`config.mk`:
```
export PLATFORM = sky130hd
export DESIGN_NAME = inst_fetch_seq
export DESIGN_NICKNAME = d
export VERILOG_FILES = /design/src/rtl/inst_fetch_seq.sv
export SDC_FILE = /design/constraint.sdc
export NUM_CORES = 1
export LEC_CHECK = 0
export CORE_MARGIN = 3
export CORE_UTILIZATION = 50
export CTS_CLUSTER_SIZE = 16
export DETAILED_ROUTE_END_ITERATION = 12
export PLACE_DENSITY = 0.85
export SLEW_MARGIN = 40
export SYNTH_ARGS = -nofsm -noshare
export SYNTH_HDL_FRONTEND = slang
export SYNTH_SLANG_ARGS = --single-unit
```
`constraint.sdc`:
```
create_clock -name clk -period 2.9 [get_ports clk]
set_clock_uncertainty 0.05 [all_clocks]
set_input_delay 0.29 -clock clk [delete_from_list [all_inputs] [get_ports clk]]
set_output_delay 0.29 -clock clk [all_outputs]
set_load 0.01 [all_outputs]
```
`src/rtl/inst_fetch_seq.sv`:
```
// inst_fetch_seq: fetches instruction words from program memory, issues them on the IR bus
// and waits for execute completion; stops on HALT opcode or memory timeout.
module inst_fetch_seq #(
    parameter int                ADDR_W   = 8,
    parameter logic [ADDR_W-1:0] RESET_PC = '0,
    parameter int                TIMEOUT  = 15,
    parameter logic [4:0]        HALT_OP  = 5'b11111
) (
    input  logic              clk,
    input  logic              sys_rst,
    input  logic              start,
    output logic              imem_rd_en,
    output logic [ADDR_W-1:0] imem_addr,
    input  logic [31:0]       imem_rdata,
    input  logic              imem_rvalid,
    output logic [31:0]       ir_out,
    output logic              ir_valid,
    input  logic              exec_done,
    output logic [ADDR_W-1:0] pc_out,
    output logic              halted,
    output logic              fetch_err,
    output logic              busy
);
    typedef enum logic [2:0] {IDLE, REQ, WAIT, ISSUE, EXEC, HALTED} state_t;
    localparam logic [7:0] CNT_LAST = 8'(TIMEOUT - 1);
    state_t state, state_n;
    logic [ADDR_W-1:0] pc, pc_n, addr_n, pc_out_n;
    logic [7:0] cnt, cnt_n;
    logic [31:0] ir_n;
    logic rd_en_n, ir_valid_n, halted_n, err_n, busy_n;
    always_comb begin
        state_n    = state;
        pc_n       = pc;
        addr_n     = imem_addr;
        pc_out_n   = pc_out;
        cnt_n      = cnt;
        ir_n       = ir_out;
        rd_en_n    = 1'b0;
        ir_valid_n = 1'b0;
        halted_n   = halted;
        err_n      = fetch_err;
        case (state)
            IDLE, HALTED: if (start) begin
                pc_n     = RESET_PC;
                addr_n   = RESET_PC;
                halted_n = 1'b0;
                err_n    = 1'b0;
                rd_en_n  = 1'b1;
                state_n  = REQ;
            end
            REQ: begin
                cnt_n   = '0;
                state_n = WAIT;
            end
            // ir_valid is registered, so it is decided here and lands in the ISSUE cycle
            WAIT: if (imem_rvalid) begin
                ir_n       = imem_rdata;
                pc_out_n   = pc;
                ir_valid_n = imem_rdata[31:27] != HALT_OP;
                state_n    = ISSUE;
            end else begin
                cnt_n = cnt + 8'd1;
                if (cnt == CNT_LAST) begin
                    err_n    = 1'b1;
                    halted_n = 1'b1;
                    state_n  = HALTED;
                end
            end
            ISSUE: begin
                halted_n = ir_out[31:27] == HALT_OP;
                state_n  = ir_out[31:27] == HALT_OP ? HALTED : EXEC;
            end
            EXEC: if (exec_done) begin
                pc_n    = pc + ADDR_W'(1);
                addr_n  = pc + ADDR_W'(1);
                rd_en_n = 1'b1;
                state_n = REQ;
            end
            default: state_n = IDLE;
        endcase
        busy_n = state_n != IDLE && state_n != HALTED;
    end
    always_ff @(posedge clk or posedge sys_rst) begin
        if (sys_rst) begin
            state      <= IDLE;
            pc         <= RESET_PC;
            imem_addr  <= '0;
            pc_out     <= '0;
            cnt        <= '0;
            ir_out     <= '0;
            imem_rd_en <= 1'b0;
            ir_valid   <= 1'b0;
            halted     <= 1'b0;
            fetch_err  <= 1'b0;
            busy       <= 1'b0;
        end else begin
            state      <= state_n;
            pc         <= pc_n;
            imem_addr  <= addr_n;
            pc_out     <= pc_out_n;
            cnt        <= cnt_n;
            ir_out     <= ir_n;
            imem_rd_en <= rd_en_n;
            ir_valid   <= ir_valid_n;
            halted     <= halted_n;
            fetch_err  <= err_n;
            busy       <= busy_n;
        end
    end
endmodule
```
==> impl_results.html <==
<table>
<tr><th>Metric</th><th>Value</th></tr>
<tr><th colspan="2">Clock tree</th></tr>
<tr><td>H-tree depth reported by CTS</td><td>3</td></tr>
<tr><td>Clock latency of the later-clocked register in the worst-skew pair</td><td>0.33 ns</td></tr>
<tr><td>CTS buffer count</td><td>9</td></tr>
<tr><td>CTS clock-pin slew for the worst setup and hold paths</td><td>0.07 ns</td></tr>
<tr><td>PostCTS Resize Cnt</td><td>0</td></tr>
<tr><td>Longest Clk Path Bufs</td><td>2</td></tr>
<tr><td>CTS sink count</td><td>64</td></tr>
<tr><td>TritonCTS clock tree</td><td>yes</td></tr>
<tr><td>Setup Buffers After CTS</td><td>0</td></tr>
<tr><td>Clk root buf</td><td>sky130_fd_sc_hd__clkbuf_8</td></tr>
<tr><td>Number of hold buffers added after CTS</td><td>0</td></tr>
<tr><th colspan="2">Synth</th></tr>
<tr><td>Yosys reg bits</td><td>64</td></tr>
<tr><td>Post-synth net total</td><td>276</td></tr>
<tr><td>Yosys top cell area share</td><td>55.0%</td></tr>
<tr><td>Cell area after technology mapping</td><td>0.00291 mm2</td></tr>
<tr><td>Syn. warnings</td><td>0</td></tr>
<tr><td>Cells taking the most area after synthesis</td><td>sky130_fd_sc_hd__dfrtp_1 (55%), sky130_fd_sc_hd__mux2_2 (13%), sky130_fd_sc_hd__mux2_1 (3.1%)</td></tr>
<tr><td>Avg Inst Size Synth</td><td>12.3 um2</td></tr>
<tr><td>Synthesized netlist cell count</td><td>236</td></tr>
<tr><td>Ys async rst share</td><td>100%</td></tr>
<tr><td>Count of flip-flops with a built-in enable after synthesis</td><td>0</td></tr>
<tr><td>Most used flip-flop cell after synthesis</td><td>sky130_fd_sc_hd__dfrtp_1</td></tr>
<tr><td>Unique masters post-synth</td><td>47</td></tr>
<tr><td>Sequential area share after synthesis</td><td>55.0%</td></tr>
<tr><td>Post-synthesis cell type with the largest combined area</td><td>sky130_fd_sc_hd__dfrtp_1</td></tr>
<tr><th colspan="2">Power</th></tr>
<tr><td>Peak supply drop</td><td>0.000560 V</td></tr>
<tr><td>Pleak</td><td>0.00169 uW</td></tr>
<tr><td>Total Power Consumption</td><td>3760 uW</td></tr>
<tr><td>Power density normalized to cell area</td><td>925 mW/mm2</td></tr>
<tr><th colspan="2">Placement</th></tr>
<tr><td>Gpl congestion</td><td>0.782</td></tr>
<tr><td>Number of buffers added on ports</td><td>89</td></tr>
<tr><td>Placement Setup Slack</td><td>0.681 ns</td></tr>
<tr><td>DPL Wire Length</td><td>4.68 mm</td></tr>
<tr><th colspan="2">Routing</th></tr>
<tr><td>Total iterations of the first detailed-routing run</td><td>4</td></tr>
<tr><td>Detailed-routed wire length on met2</td><td>3.15 mm</td></tr>
<tr><td>DRC errors left</td><td>0</td></tr>
<tr><td>Post-Route WL</td><td>6.40 mm</td></tr>
<tr><td>Detailed-route wire length per cell</td><td>15.9 um</td></tr>
<tr><td>Number of vias in the routed layout</td><td>2207</td></tr>
<tr><td>1st-iter DRT viols</td><td>113</td></tr>
<tr><td>Detailed-route wire length on metal 1</td><td>2.61 mm</td></tr>
<tr><td>Wire length on met3</td><td>533 um</td></tr>
<tr><td>Vias per inst</td><td>5.49</td></tr>
<tr><td>Final antenna-violating net count</td><td>0</td></tr>
<tr><td>Top layer used by detailed routing</td><td>met4</td></tr>
<tr><th colspan="2">Floorplanning</th></tr>
<tr><td>Initial standard-cell utilization of the core</td><td>52.3%</td></tr>
<tr><td>Horizontal die dimension</td><td>82.3 um</td></tr>
<tr><td>Num ports</td><td>90</td></tr>
<tr><td>Die outline height</td><td>82.3 um</td></tr>
<tr><td>Core area</td><td>0.00557 mm2</td></tr>
<tr><td>Number of standard-cell rows in the floorplan</td><td>27</td></tr>
<tr><td>Area of the die</td><td>0.00678 mm2</td></tr>
<tr><th colspan="2">Timing</th></tr>
<tr><td>Clock period minus final worst setup slack</td><td>2.12 ns</td></tr>
<tr><td>Final period utilization</td><td>73.2%</td></tr>
<tr><td>Setup repair after global routing missed its margin</td><td>false</td></tr>
<tr><td>Setup-violating endpoint count in the final report</td><td>0</td></tr>
<tr><td>Final Hold Slack</td><td>0.334 ns</td></tr>
<tr><td>Maximum clock rate</td><td>471 MHz</td></tr>
<tr><td>Final total negative setup slack</td><td>0 ns</td></tr>
<tr><td>Setup slack of the critical path after layout</td><td>0.776 ns</td></tr>
<tr><td>Relative slew slack</td><td>51.4%</td></tr>
<tr><td>Transition time at the pin with the least slew margin</td><td>0.723 ns</td></tr>
<tr><td>Final number of hold-violating endpoints</td><td>0</td></tr>
<tr><td>Number of slew-limit violations in the final report</td><td>0</td></tr>
<tr><th colspan="2">Worst setup path</th></tr>
<tr><td>Crit start category</td><td>flop</td></tr>
<tr><td>Critical Path Sink</td><td>ir_out[14]</td></tr>
<tr><td>Critical-path maximum fanout</td><td>29</td></tr>
<tr><td>Endpoint of the worst register-to-register path</td><td>ir_out[14]</td></tr>
<tr><td>Crit Path Category</td><td>flop to flop</td></tr>
<tr><td>Worst-case register-to-register setup slack</td><td>0.78 ns</td></tr>
<tr><td>Reg2reg path depth</td><td>4</td></tr>
<tr><td>Source of the worst register-to-register timing path</td><td>state[2]</td></tr>
<tr><td>Required @ worst endpoint</td><td>3.06 ns</td></tr>
<tr><td>Worst path arrival time</td><td>2.28 ns</td></tr>
<tr><td>Sort of element at the end of the critical path</td><td>flop</td></tr>
<tr><td>Startpoint of the most critical setup path</td><td>state[2]</td></tr>
<tr><th colspan="2">Finish</th></tr>
<tr><td>Number of diodes added for antenna fixing</td><td>0</td></tr>
<tr><td>Most common cell after layout, fill and taps aside</td><td>sky130_fd_sc_hd__clkdlybuf4s50_1</td></tr>
<tr><td>Top library cells by usage in the layout, fill and taps aside</td><td>sky130_fd_sc_hd__clkdlybuf4s50_1 (89), sky130_fd_sc_hd__dfrtp_1 (64), sky130_fd_sc_hd__mux2_2 (34)</td></tr>
<tr><td>Final core area utilization</td><td>72.9%</td></tr>
<tr><td>Fraction of final layout cells sized beyond drive strength 1</td><td>19.1%</td></tr>
<tr><td>Number of fill cells in the layout</td><td>376</td></tr>
<tr><td># nets final</td><td>365</td></tr>
<tr><td>Area Growth Syn to Fin</td><td>39.6%</td></tr>
<tr><th colspan="2">Global route</th></tr>
<tr><td>Aggregate global routing overflow</td><td>0</td></tr>
<tr><td>Vias in the first global route</td><td>2119</td></tr>
<tr><td>Global-route wire length before repair</td><td>10.1 mm</td></tr>
<tr><td>Maximum number of pins on one net before global-route repair</td><td>35</td></tr>
<tr><td>Number of antenna violations at the first check in global routing</td><td>0</td></tr>
<tr><td>GRT Total Usage</td><td>19.8%</td></tr>
<tr><th colspan="2">Status</th></tr>
<tr><td>Outcome</td><td>complete, no violations</td></tr>
<tr><th colspan="2">Hold path</th></tr>
<tr><td>Path category of the worst min-delay check</td><td>input port to asynchronous set/reset pin</td></tr>
<tr><th colspan="2">Flow run</th></tr>
<tr><td>Max-cap viol count</td><td>0</td></tr>
</table>
[critical path, cell delays in order (launching register included)]
cell and delay, ns:
sky130_fd_sc_hd__dfrtp_1 0.65, sky130_fd_sc_hd__nor2_1 0.24, sky130_fd_sc_hd__and3_2 0.45, sky130_fd_sc_hd__buf_12 0.24
sky130_fd_sc_hd__mux2_2 0.35
[cell usage after synthesis (3+ instances only)]
cell and count:
sky130_fd_sc_hd__nand3_1 6, sky130_fd_sc_hd__a211oi_1 3, sky130_fd_sc_hd__dfrtp_1 64, sky130_fd_sc_hd__a21oi_1 8, sky130_fd_sc_hd__mux2_1 8, sky130_fd_sc_hd__xnor2_1 4, sky130_fd_sc_hd__o21ai_0 8, sky130_fd_sc_hd__mux2_2 34
sky130_fd_sc_hd__nor2_1 11, sky130_fd_sc_hd__nand4_1 5, sky130_fd_sc_hd__or3_1 4, sky130_fd_sc_hd__xor2_1 5, sky130_fd_sc_hd__clkbuf_1 3, sky130_fd_sc_hd__buf_2 6, sky130_fd_sc_hd__inv_1 6, sky130_fd_sc_hd__ha_1 3
sky130_fd_sc_hd__nand2_1 19
[where the power goes]
part	switching [uW]	internal, uW
sequential	269	1190
combinational	601	874
clock	347	483
[per-stage QoR]
step           area [um2]  std cells
3_3_place_gp         3840        386
3_5_place_dp         3840        386
4_1_cts              4060        402
2_1_floorplan        2910        236
6_report             4070        402
5_1_grt              4070        402
[registers in the layout, summed over array words and instances (netlist names)]
name,cells
fetch_err,1
halted,1
imem_rd_en,1
busy,1
state,3
cnt,8
ir_valid,1
pc_out,8
ir_out,32
pc,8
[worst min-delay path by stage]
stage	startpoint	end	slack [ns]	depth (start not counted)
floorplan	imem_rdata[16]	ir_out[16]	0.37	1
global placement	ir_out[16]	ir_out[16]	0.42	1
detailed placement	ir_out[16]	ir_out[16]	0.43	1
CTS	sys_rst	pc_out[5]	0.36	2
global route	sys_rst	cnt[1]	0.40	2
finish	sys_rst	busy	0.33	2
[routing by layer]
metal  vias to the layer above  track usage (%)
met4                         0             9.63
met1                      1071             25.5
met3                        13             5.86
met2                        93             30.5
met5                         -                0
li1                       1030                -
[layout make-up]
| class | instances | area, um2 | area share [%] |
|---|---|---|---|
| Sequential cell | 64 | 1600 | 39.4 |
| Multi-Input combinational cell | 153 | 1200 | 29.5 |
| Timing Repair Buffer | 91 | 931 | 22.9 |
| Clock buffer | 9 | 124 | 3.05 |
| Clock inverter | 7 | 96.3 | 2.37 |
| Tap cell | 72 | 90.1 | 2.22 |
| Inverter | 6 | 22.5 | 0.554 |
[cells by family (layout without fill, tap and decap cells)]
logic type,count (synthesis),in the layout,synth area share (%)
mux,42,42,16.2
fa+ha+maj,3,3,1.29
xor+xnor,9,9,2.71
flops,64,64,55.0
buf+inv,19,113,4.04
simple gates,67,67,13.2
compound gates,32,32,7.52
Note: power is estimated with default switching activity, not from simulation.
